**src/rtl/sha_shift_pkg.sv**
```systemverilog
// Shared op codes, FSM state codes and amount-width helper for the sequential shifter.
package sha_shift_pkg;
  localparam logic [1:0] OP_SHR  = 2'b00;
  localparam logic [1:0] OP_ROTR = 2'b01;
  localparam logic [1:0] OP_SHL  = 2'b10;
  localparam logic [1:0] OP_SAR  = 2'b11;

  localparam logic [1:0] ST_IDLE  = 2'd0;
  localparam logic [1:0] ST_SHIFT = 2'd1;
  localparam logic [1:0] ST_DONE  = 2'd2;

  function automatic int amt_width(input int width);
    return $clog2(width);
  endfunction
endpackage

```
**src/rtl/shift_rotate_seq_if.sv**
```systemverilog
// Request/response valid-ready bundle for shift_rotate_seq.
interface shift_rotate_seq_if #(
  parameter int WIDTH = 32
);
  localparam int AMT_W = sha_shift_pkg::amt_width(WIDTH);

  logic             in_valid;
  logic             in_ready;
  logic [WIDTH-1:0] in_data;
  logic [AMT_W-1:0] in_amt;
  logic [1:0]       in_op;
  logic             out_valid;
  logic             out_ready;
  logic [WIDTH-1:0] out_data;

  modport master (
    output in_valid, in_data, in_amt, in_op, out_ready,
    input  in_ready, out_valid, out_data
  );
  modport slave (
    input  in_valid, in_data, in_amt, in_op, out_ready,
    output in_ready, out_valid, out_data
  );
endinterface

```
**src/rtl/shift_step.sv**
```systemverilog
// Combinational single-step shifter: moves data by s (0..STEP) bits per op.
// Op 11 is an arithmetic shift only when SHIFTER_SAR_EN is defined, else plain SHR.
module shift_step
  import sha_shift_pkg::*;
#(
  parameter int WIDTH = 32,
  parameter int STEP  = 4,
  localparam int SW   = $clog2(STEP + 1)
) (
  input  logic [WIDTH-1:0] data,
  input  logic [1:0]       op,
  input  logic [SW-1:0]    s,
  output logic [WIDTH-1:0] result
);
  always_comb begin
    result = data >> s;
    case (op)
      // shifting left by WIDTH yields zero, so s==0 degenerates cleanly
      OP_ROTR: result = (data >> s) | (data << (WIDTH - int'(s)));
      OP_SHL:  result = data << s;
`ifdef SHIFTER_SAR_EN
      OP_SAR:  result = $unsigned($signed(data) >>> s);
`endif
      default: ;
    endcase
  end
endmodule

```
**src/rtl/shift_rotate_seq.sv**
```systemverilog
// Sequential shift/rotate unit: STEP bits per clock, valid/ready on both sides.
// Optional SAR on op 11 via SHIFTER_SAR_EN.
module shift_rotate_seq
  import sha_shift_pkg::*;
#(
  parameter int WIDTH = 32,
  parameter int STEP  = 4
) (
  input logic             clk,
  input logic             rst,
  shift_rotate_seq_if.slave bus
);
  localparam int AMT_W = amt_width(WIDTH);
  localparam int SW    = $clog2(STEP + 1);

  logic [1:0]       state;
  logic [AMT_W-1:0] rem;
  logic [1:0]       op;
  logic [WIDTH-1:0] data;
  logic [WIDTH-1:0] stepped;
  logic [SW-1:0]    s;

  // explicit min keeps rem from ever wrapping below zero
  assign s = (int'(rem) < STEP) ? SW'(rem) : SW'(STEP);

  shift_step #(.WIDTH(WIDTH), .STEP(STEP)) u_step (
    .data   (data),
    .op     (op),
    .s      (s),
    .result (stepped)
  );

  always_ff @(posedge clk or posedge rst) begin
    if (rst) begin
      state <= ST_IDLE;
      rem   <= '0;
      op    <= '0;
      data  <= '0;
    end else begin
      case (state)
        ST_IDLE: if (bus.in_valid) begin
          data  <= bus.in_data;
          op    <= bus.in_op;
          rem   <= bus.in_amt;
          state <= (bus.in_amt == '0) ? ST_DONE : ST_SHIFT;
        end
        ST_SHIFT: begin
          data <= stepped;
          rem  <= rem - AMT_W'(s);
          if (int'(rem) <= STEP) state <= ST_DONE;
        end
        ST_DONE: if (bus.out_ready) state <= ST_IDLE;
        default: state <= ST_IDLE;
      endcase
    end
  end

  assign bus.in_ready  = (state == ST_IDLE);
  assign bus.out_valid = (state == ST_DONE);
  assign bus.out_data  = data;
endmodule

```
**src/flat_wrapper.sv**
```systemverilog
// flat-port wrapper written by rule: the top's interface ports become plain ports
module shift_rotate_seq_flat import sha_shift_pkg::*;
#(
  parameter int WIDTH = 32,
  parameter int STEP  = 4
)
  (clk, rst, bus_in_valid, bus_in_data, bus_in_amt, bus_in_op, bus_out_ready, bus_in_ready, bus_out_valid, bus_out_data);
  shift_rotate_seq_if #(.WIDTH(WIDTH)) bus_i ();
  input logic clk;
  input logic rst;
  input wire logic [$bits(bus_i.in_valid)-1:0] bus_in_valid;
  input wire logic [$bits(bus_i.in_data)-1:0] bus_in_data;
  input wire logic [$bits(bus_i.in_amt)-1:0] bus_in_amt;
  input wire logic [$bits(bus_i.in_op)-1:0] bus_in_op;
  input wire logic [$bits(bus_i.out_ready)-1:0] bus_out_ready;
  output wire logic [$bits(bus_i.in_ready)-1:0] bus_in_ready;
  output wire logic [$bits(bus_i.out_valid)-1:0] bus_out_valid;
  output wire logic [$bits(bus_i.out_data)-1:0] bus_out_data;
  assign bus_i.in_valid = bus_in_valid;
  assign bus_i.in_data = bus_in_data;
  assign bus_i.in_amt = bus_in_amt;
  assign bus_i.in_op = bus_in_op;
  assign bus_i.out_ready = bus_out_ready;
  assign bus_in_ready = bus_i.in_ready;
  assign bus_out_valid = bus_i.out_valid;
  assign bus_out_data = bus_i.out_data;
  shift_rotate_seq #(.WIDTH(WIDTH), .STEP(STEP)) u_core (.clk(clk), .rst(rst), .bus(bus_i));
endmodule
```
**config.mk**
```make
export PLATFORM = sky130hd
export DESIGN_NAME = shift_rotate_seq_flat
export DESIGN_NICKNAME = d
export VERILOG_FILES = /design/src/rtl/sha_shift_pkg.sv /design/src/rtl/shift_rotate_seq_if.sv /design/src/rtl/shift_step.sv /design/src/rtl/shift_rotate_seq.sv /design/src/flat_wrapper.sv
export SDC_FILE = /design/constraint.sdc
export NUM_CORES = 1
export LEC_CHECK = 0
export ABC_AREA = 0
export CAP_MARGIN = 10
export CORE_ASPECT_RATIO = 2
export CORE_MARGIN = 4
export CORE_UTILIZATION = 55
export CTS_CLUSTER_DIAMETER = 200
export DETAILED_ROUTE_END_ITERATION = 16
export PLACE_DENSITY_LB_ADDON = 0.3
export REMOVE_ABC_BUFFERS = 1
export SLEW_MARGIN = 20
export SYNTH_ARGS = -nofsm -noshare
export SYNTH_HDL_FRONTEND = slang
export SYNTH_SLANG_ARGS = --single-unit
```
**constraint.sdc**
```tcl
create_clock -name clk -period 4.3 [get_ports clk]
set_input_delay 1.075 -clock clk [delete_from_list [all_inputs] [get_ports clk]]
set_output_delay 1.075 -clock clk [all_outputs]
set_load 0.005 [all_outputs]
```
==> results.ini, run 1 <==
[outcome]
outcome=completed

[synthesis]
yosys-top-cells-count=89 x nand2_1, 75 x mux2i_1, 63 x a21oi_1, 61 x clkbuf_1, 56 x nor2_1
synth-edff-count=0
ys_types=67
synthFlopType=dfrtp_1
ys_ff_latch=41
syn_avg_cell_area_um2=7.60
synth.yosys.seq_area_share_pct=18.6
netlist_area_um2=5520
post-synth-top-count-cell=nand2_1
synth_top_area_cell=dfrtp_1
netlist_instances=727
synthArstFlopShare_pct=100
synthTopCellsByArea=dfrtp_1 19%, mux2i_1 14%, mux4_2 7.7%
yosysWarningCount=0
netlist.area_leader.share_pct=18.6

[layout]
nNetsFinal=799
final_cells=884
num_antenna_cells=0
area_delta_synth_final_pct=17.2
fillCellCount=876
drive_gt1_share_pct=10.8

[sta]
drv_slew=0
worstMarginPinSlew_ns=1.06
max_freq_mhz=295
hold_violations=0
fin_skew_ns=0.00608
period_minus_slack_ns=3.39
timing.hold.ws_ns=0.597
rsz0062_at_grt=no
finalCritPeriodShare_pct=78.7
fin_tns_setup_ns=0
setup_violations=0
relSlewSlack_pct=29.1

[place]
place_congestion=1.01
io_buffers=76
hpwl_um=17700
placed_cells=876

[power]
power_density_nw_per_um2=974
leakage_nw=2.58
p_total_mw=6.31
vdd.ir_drop.worst_mv=0.575

[grt]
grt_use_total_pct=43.5
grt_max_degree=58
grt_pass1_vias=6650
grt.overflow.total=0
antenna_found_initial=0
grt_first_pass_wirelength_um=39000

[detailed_routing]
wl_per_cell_um=28.6
num_vias=6743
via_per_inst=7.63
drt-pass1-iter-count=5
routed_wl_um=25300
drt_iter0_drc=798
postRouteAntennaNets=0
drc=0

[setup_path]
critical_path_arrival_ns=3.56
worst_setup_path_end_kind=flop
cp.required_ns=4.48
startpoint_type=flop
cp_max_fo=47
path_class=flop to flop

[clocking]
clkTransAtPathRegs_ns=0.07
cts_buffers=5
tritoncts=yes
cts_setup_buffers=0
cts-root-buf=clkbuf_16
clock_path_buffers=2
cts_sinks=41
cts_resized=0
htree_levels=2
postCtsHoldBufs=0
insertion_delay_ns=0.29

[die]
rows=51
start_util_pct=56.6
die_w_um=78.9
core-area_um2=9760
ios=77
die_y_um=150
die-area_um2=11800

[min_path]
hp-class=flop to flop

[job]
max_cap_viol_count=0

==> critical path, cell delays in order, from the launching register on <==
cell,delay [ns]
dfrtp_1,0.53
nor4b_4,0.41
buf_4,0.66
mux2i_1,0.70
mux2i_1,0.21
mux4_2,0.54
nand3_1,0.12
a22oi_1,0.08
==> cell type report <==
cell class                      instances  area [µm²]  share of cell area (%)
Multi-Input combinational cell        583        4060                    62.7
Sequential cell                        41        1030                    15.9
Timing Repair Buffer                  104         971                    15.0
Tap cell                              132         165                    2.55
Clock buffer                            5         125                    1.93
Clock inverter                          3        65.1                    1.00
Inverter                               16        60.1                   0.928
==> stage by stage <==
stage / utilization [%] / instance area, µm² / setup slack [ns]
floorplan: - / 5140 / -1.37
global placement: 64.4 / 6280 / 0.977
detailed placement: 64.4 / 6280 / 0.943
CTS: 66.3 / 6470 / 0.996
global route: 66.3 / 6470 / 0.800
finish: 66.3 / 6470 / 0.914
==> final timing paths <==
check | startpoint | end | slack, ns | cells past startpoint
setup reg to reg | u_core.rem[2] | u_core.bus.out_data[30] | 0.91 | 7
min in group asynchronous | rst | u_core.state[0] | 1.00 | 2
hold / removal | u_core.op[1] | u_core.op[1] | 0.60 | 2
hold reg to reg | u_core.op[1] | u_core.op[1] | 0.60 | 2
max in group asynchronous | rst | u_core.bus.out_data[15] | 2.49 | 3
setup / recovery | u_core.rem[2] | u_core.bus.out_data[30] | 0.91 | 7
==> power breakdown <==
part | internal, mW | leakage, nW | total, mW | switching, mW
logic | 1.91 | 1.99 | 4.64 | 2.73
registers | 0.576 | 0.496 | 1.15 | 0.573
clock network | 0.333 | 0.0938 | 0.517 | 0.184
total | 2.82 | 2.58 | 6.31 | 3.48
==> metal layers <==
metal	wire length [µm]	vias to the layer above	GRT usage (%)
li1	-	2770	-
met1	8010	3180	47.0
met2	12300	596	74.7
met3	2310	197	5.66
met4	2630	0	34.8
met5	0	-	0
==> state kept, by name, summed over array words and instances, names as in the netlist <==
signal               count
u_core.bus.out_data     32
u_core.op                2
u_core.rem               5
u_core.state             2
==> layout by cell type, fill, tap and decap left out, types with 9 or more instances in the layout <==
cell and n:
mux2i_1 75, o211ai_1 10, dfrtp_1 40, buf_4 28, nor3_1 18, nand3_1 25, clkdlybuf4s50_1 76, mux4_2 19
nor2_1 56, mux2_2 11, a21oi_1 63, nand2_1 89, a31oi_1 12, o21ai_0 39, a211oi_1 9, and3_1 9
==> cell families (layout without fill, tap and decap cells) <==
kind of cell	Yosys count	after routing	share of synthesized area, %
xor gates and xnor gates	1	1	0.159
other	1	1	0.0679
buffers and inverters	103	128	7.95
adders and majority gates	5	5	1.13
AOI/OAI and AO/OA	229	229	27.8
DFF	41	41	18.6
and+or+nand+nor	241	241	20.6
muxes	106	106	23.8
Power figures use the tool's default switching activity.
==> inputs of run 2 (changes only) <==
Settings changed: CORE_UTILIZATION 55 to 51.
Clock period 4.3 ns to 2.82 ns, I/O delays scaled along.
==> run 2 against run 1 <==
First-iteration DRC count fell by 5.8%. Clock skew grew 0.00081 ns. Critical path depth down 1. Critical path type is now primary input to flop. Largest cell class unchanged. Highest routed layer unchanged.
==> results.ini, run 2 (synthesized netlist as in run 1, its figures left out) <==
[power]
vdd.ir_drop.worst_mv=1.16
leakage_nw=2.82
power_density_nw_per_um2=1530

[layout]
nNetsFinal=842
final_cells=932
drive_gt1_share_pct=17.5
area_delta_synth_final_pct=26.0
mostFrequentLayoutCells=89 x nand2_1, 76 x clkdlybuf4s50_1, 74 x mux2i_1
ff_latch_area_um2=1030
num_antenna_cells=0
final_common_cell=nand2_1
largest_reg_flops=32
multi_input_area_um2=4140
fillCellCount=939

[die]
core-area_um2=10500
die_w_um=81.6
die_y_um=155
rows=53
start_util_pct=52.4
die-area_um2=12700
ios=77

[grt]
grt.overflow.total=0
grt_use_total_pct=46.6
grt_first_pass_wirelength_um=42900
grt_pass1_vias=6930
grt_max_degree=48
antenna_found_initial=1

[detailed_routing]
drt_iter0_drc=752
wl_per_cell_um=30.6
routed_wl_um=28500
num_vias=6900
drc=0
drt-pass1-iter-count=6
postRouteAntennaNets=0
via_per_inst=7.40

[outcome]
outcome=completed

[sta]
period_minus_slack_ns=2.73
finalCritPeriodShare_pct=96.7
hold_violations=0
timing.hold.ws_ns=0.580
drv_slew=0
fin_skew_ns=0.00689
relSlewSlack_pct=52.2
rsz0062_at_grt=yes
setup_violations=0
worstMarginPinSlew_ns=0.713
max_freq_mhz=367

[job]
max_cap_viol_count=0

[min_path]
hold_depth=2
hp-class=flop to flop
hold_start=u_core.op[0]

[place]
placed_cells=923
io_buffers=76
hpwl_um=20000
place_congestion=1.06

[setup_path]
critical_path_arrival_ns=2.94
cp_max_fo=9
path_class=primary input to flop
cp.required_ns=3.03
startpoint_type=primary input
worst_setup_path_end_kind=flop
startpoint=bus_in_valid
reg2reg_from=u_core.rem[4]
ff2ff_path_depth=11

[clocking]
clock_path_buffers=2
cts_sinks=41
tritoncts=yes
postCtsHoldBufs=0
cts-root-buf=clkbuf_16
htree_levels=2
cts_buffers=5
insertion_delay_ns=0.30
clkTransAtPathRegs_ns=0.07

[run 2: cell count changes in the layout (fill, tap and decap cells not counted), moves of 2 or more]
cell       delta
dfrtp_2       +2
buf_12        +6
inv_2         -2
o221ai_1      -2
a2111oi_0     -2
o221ai_2      +2
inv_4         +2
buf_4        +35
dfrtp_1       -2
a2111oi_2     +2
[run 2: final cells by class]
type	count	area share, %
Tap cell	137	2.46
Clock buffer	6	2.00
Inverter	16	0.935
Clock inverter	2	0.539
Multi-Input combinational cell	583	59.4
Sequential cell	41	14.8
Timing Repair Buffer	147	19.8
[run 2: power breakdown]
group          switching (mW)  leakage, nW  internal [mW]
logic                    4.67         2.25           3.48
registers               0.920        0.494          0.880
clock network           0.279       0.0831          0.443
[run 2: per-layer routing]
metal / share of wire [%] / vias up / track usage, %
li1: - / 2853 / -
met1: 31 / 3242 / 48.4
met2: 47 / 577 / 72.3
met3: 11 / 228 / 15.7
met4: 11 / 0 / 41.3
met5: 0 / - / 0
[run 2: final timing paths]
kind                                           end  slack [ns]
min in group asynchronous          u_core.state[0]        0.74
setup reg to reg           u_core.bus.out_data[23]        0.10
hold / removal                        u_core.op[0]        0.58
hold reg to reg                       u_core.op[0]        0.58
max in group asynchronous  u_core.bus.out_data[20]        1.53
setup / recovery           u_core.bus.out_data[14]        0.09
[run 2: metrics by stage]
stage	worst slack, ns	total power [mW]	TNS [ns]	util, %	cell area [µm²]
2_1_floorplan	-2.85	5.75	-72.88	-	5140
3_3_place_gp	-0.177	9.12	-0.539	63.2	6670
3_5_place_dp	-0.190	9.24	-1.03	63.2	6670
4_1_cts	0.00137	10.0	0	65.0	6850
5_1_grt	-0.0446	11.2	-0.0574	66.0	6960
6_report	0.0935	10.7	0	66.0	6960
[run 2: worst max-delay path, cell delays in order]
cell and delay (ns):
clkdlybuf4s50_1 0.93, nor2_1 0.12, nor2_2 0.45, buf_4 0.27
o21ai_0 0.23, a31oi_1 0.22
[run 2: what timing repair did]
item | in CTS | in global routing
pin swaps | 0 | 1
gates resized for setup | 2 | 22
cloned | 0 | 0
buffers inserted | 0 | 1
endpoints found under the setup margin | 2 | 28
==> patch 1, RTL diff (settings of run 2) <==
`WIDTH` is set to 32 in 4 places; all go to 48.
--- a/src/rtl/shift_rotate_seq_if.sv
+++ b/src/rtl/shift_rotate_seq_if.sv
@@ -2,3 +2,3 @@
 interface shift_rotate_seq_if #(
-  parameter int WIDTH = 32
+  parameter int WIDTH = 48
 );
--- a/src/rtl/shift_step.sv
+++ b/src/rtl/shift_step.sv
@@ -5,3 +5,3 @@
 #(
-  parameter int WIDTH = 32,
+  parameter int WIDTH = 48,
   parameter int STEP  = 4,
--- a/src/rtl/shift_rotate_seq.sv
+++ b/src/rtl/shift_rotate_seq.sv
@@ -5,3 +5,3 @@
 #(
-  parameter int WIDTH = 32,
+  parameter int WIDTH = 48,
   parameter int STEP  = 4
--- a/src/flat_wrapper.sv
+++ b/src/flat_wrapper.sv
@@ -3,3 +3,3 @@
 #(
-  parameter int WIDTH = 32,
+  parameter int WIDTH = 48,
   parameter int STEP  = 4
Interface: changed (resized bus_in_amt, bus_in_data and bus_out_data); port bits go from 77 to 110. No check against the original RTL was run, so the function may have changed too.
==> patch 1 against run 2 <==
  * The run now ends with setup timing left
  * Clock skew up 0.00092 ns
  * Setup slack worse by 0.20 ns
  * Routed wire length up 10%
  * Combinational power up 0.5%
  * Hold slack worse by 0.0064 ns
  * Synthesized area up 30%
  * Power up 7.1%
  * Sequential cell count up 17
  * Maximum frequency down 6.8%
  * Count of clock-buffer cells in the layout up 7
  * Core utilization up 1.9 points
  * Design area up 35%
  * Sequential power up 24%
  * Highest routed layer unchanged
==> patch 1: results (changes against run 2) <==
VDD IR-drop max: 0.5576 mV (was 1.160 mV)
Worst Setup SP: u_core.rem[3] (was bus_in_valid)
routability-driven placement congestion ratio: 0.9991 (was 1.056)
Worst Hold Path Cells: 1 (was 2)
Clk pin slew, worst setup/hold paths: 0.05 ns (was 0.07 ns)
clk tree area frac: 0.02830 (was 0.02535)
Non-Clock Buffer Count: 219 (was 147)
post-place setup slack: -0.1908 ns (was -0.1898 ns)
GRT Total Usage: 0.3810 (was 0.4663)
post-DP HPWL: 21780 um (was 19980 um)
routing usage on met3: 0.04886 (was 0.1570)
Yosys top cell area share: 0.2028 (was 0.1858)
HP Start: u_core.state[1] (was u_core.op[0])
setup ws final: -0.1066 ns (was 0.09355 ns)
Post-Route WL: 31440 um (was 28500 um)
Synth area leaders: dfrtp_1, mux4_2, nand2_1 (was dfrtp_1, mux2i_1, mux4_2)
wire length on met2: 15050 um (was 13300 um)
synth unique cells: 75 (was 67)
clock skew: 0.007807 ns (was 0.006889 ns)
Signal inverters: 14 (was 16)
Clock Buffer Count: 13 (was 6)
pwr dens: 1220 nW/um2 (was 1534 nW/um2)
Setup Viol. Count Final: 2 (was 0)
share of cells above drive strength 1: 0.1837 (was 0.1748)
FF-to-FF End: u_core.bus.out_data[42] (was u_core.bus.out_data[23])
Synth Area in Adders: 0.008743 (was 0.01133)
Worst-Margin Slew: 1.168 ns (was 0.7126 ns)
vias in the first global route: 8708 (was 6930)
WHS Endpoint: u_core.state[1] (was u_core.op[0])
top post-synthesis cells by count: nand2_1, a21oi_1, clkbuf_1, nor2_1, o21ai_0 (was nand2_1, mux2i_1, a21oi_1, clkbuf_1, nor2_1)
largest net degree at the start of global routing: 81 (was 48)
post-CTS sizing: 14 (was 2)
First DRT Iteration DRCs: 1096 (was 752)
run status: finished with violations (was finished clean)
I/O Buffers: 109 (was 76)
failing checks: setup timing
wire length on met1: 10680 um (was 8803 um)
final net count: 1143 (was 842)
Synth Area in XOR/XNOR: 0.002448 (was 0.001586)
NonClk Buf Share: 0.2209 (was 0.1983)
Multi-In Gates: 776 (was 583)
filler instances: 1230 (was 939)
max reg flops: 48 (was 32)
total CTS buffers: 9 (was 5)
reported combinational group power: 8.19 mW (was 8.15 mW)
Reg area: 1454 um2 (was 1030 um2)
==> patch 1: changes by cell type in the layout (fill, tap and decap cells not counted), sizes merged, moves of 19 or more <==
cell	before	now
o21ai	45	64
nor2	56	76
nand2	89	132
mux2i	75	46
a21oi	63	95
clkdlybuf4s50	76	109
buf	71	109
==> patch 1: worst reg2reg max path, cell delays in order (launching register included) <==
cell and delay [ns]:
dfrtp_1 0.37, or4_4 0.61, nor2_4 0.12, inv_2 0.06, ha_4 0.16, ha_4 0.15
nand2b_4 0.13, or4_4 0.44, or3b_4 0.43, o2bb2ai_4 0.16, nor3b_2 0.06, o21ai_1 0.14
==> patch 1: per-stage QoR <==
| step | instances | utilization | setup TNS (ns) |
|---|---|---|---|
| after global routing | 1272 | 0.6786 | -0.4423 |
| after CTS | 1263 | 0.6634 | -0.1071 |
| final | 1272 | 0.6786 | -0.1101 |
| after floorplan | 848 | - | -100.21 |
| after global placement | 1247 | 0.6393 | -0.3771 |
| after detailed placement | 1247 | 0.6393 | -0.7404 |
==> patch 2, RTL diff (settings of run 2) <==
Made on the original files. Reset style: synchronous (`rst`), changed in one clocked block.
--- a/src/rtl/shift_rotate_seq.sv
+++ b/src/rtl/shift_rotate_seq.sv
@@ -32,3 +32,3 @@
 
-  always_ff @(posedge clk or posedge rst) begin
+  always_ff @(posedge clk) begin
     if (rst) begin
Behaviour: differs if rst is asserted again (counterexample within 4 cycles, from zero or initial values and one cycle with rst high); with rst held inactive, the same outputs for 10 cycles.
==> patch 2 against run 2 <==
  * Clock skew is 0.0029 ns higher
  * Highest routed layer is now met5
  * Routed wire length down 12%
  * Sequential cell count unchanged
  * Synthesized area down 8.1%
  * First-iteration DRC count increased by 7.0%
  * Via count fell by 3.1%
  * Core utilization is 0.65 points higher
  * Die area fell by 7.5%
  * Setup slack worse by 0.0067 ns
  * Design area shrank 6.5%
Power is not compared: it rests on default switching activity, and its combinational part moved more than twofold at a synthesized area within 25%.
==> patch 2: results (changes against run 2) <==
top post-synthesis cells by count: nand2_1, nor2_1, clkbuf_1, mux2i_1, o21ai_0 (was nand2_1, mux2i_1, a21oi_1, clkbuf_1, nor2_1)
filler instances: 864 (was 939)
Max-slew headroom: 0.4504 (was 0.5220)
final period utilization: 0.9692 (was 0.9668)
Signal inverters: 12 (was 16)
Synth Area in XOR/XNOR: 0 (was 0.001586)
post-synthesis compound-gate area fraction: 0.3130 (was 0.2775)
slowest CP cell: o41a_1 (was clkdlybuf4s50_1)
CP startpoint kind: flip-flop (was input port)
FF-to-FF End: u_core.bus.out_data[22] (was u_core.bus.out_data[23])
wire length on met1: 8262 um (was 8803 um)
DR WL/cell: 27.10 um (was 30.58 um)
HP Start: u_core.op[1] (was u_core.op[0])
CP Data Arrival Time: 2.92 ns (was 2.94 ns)
synth unique cells: 70 (was 67)
Non-Clock Buffer Count: 150 (was 147)
GRT Total Usage: 0.4289 (was 0.4663)
clk tree area frac: 0.02192 (was 0.02535)
post-DP HPWL: 18130 um (was 19980 um)
WHS: 0.4879 ns (was 0.5800 ns)
top sig layer: met5 (was met4)
Synth Area in Adders: 0.01232 (was 0.01133)
R2R Path Start: u_core.rem[2] (was u_core.rem[4])
crit-path leading delay family: simple AND/OR/NAND/NOR gates (was buffers and inverters)
mux cell area share after synthesis: 0.2063 (was 0.2379)
Synth area leaders: dfxtp_1, mux2i_1, mux4_2 (was dfrtp_1, mux2i_1, mux4_2)
met2 usage: 0.7296 (was 0.7233)
post-synthesis async set-or-reset flop share: 0 (was 1.000)
met1 Track Usage GR: 0.4577 (was 0.4838)
Multi-In Gates: 581 (was 583)
run status: finished clean (unchanged)
sequential area share after synthesis: 0.1617 (was 0.1858)
Worst R2R Path Depth: 12 (was 11)
NonClk Buf Share: 0.2098 (was 0.1983)
clock skew: 0.009805 ns (was 0.006889 ns)
via count: 6688 (was 6900)
Reg area: 822.0 um2 (was 1030 um2)
fraction of area in multi-input gates: 0.6085 (was 0.5944)
Met3 Wirelength: 2262 um (was 3165 um)
share of cells above drive strength 1: 0.1606 (was 0.1748)
patch 2: changes by cell type after synthesis, moves of 10 or more:
cell / before / now
dfrtp_1: 41 / 0
a21oi_1: 63 / 44
nand3_1: 25 / 15
dfxtp_1: 0 / 41
nor4_1: 4 / 14
mux2i_1: 75 / 60
a22oi_1: 7 / 17
nor2_1: 56 / 72
patch 2: through the flow:
step,cells,area [um2]
5_1_grt,923,6507
3_5_place_dp,916,6290
4_1_cts,923,6441
2_1_floorplan,634,4766
3_3_place_gp,916,6290
6_report,923,6507
patch 2: how the worst max path moves through the flow:
| stage | endpoint | cells past startpoint |
|---|---|---|
| 6_report | u_core.bus.out_data[22] | 12 |
| 5_1_grt | u_core.bus.out_data[10] | 10 |
| 4_1_cts | u_core.bus.out_data[20] | 13 |
| 3_5_place_dp | u_core.bus.out_data[31] | 13 |
| 3_3_place_gp | u_core.bus.out_data[29] | 12 |
| 2_1_floorplan | u_core.bus.out_data[29] | 10 |
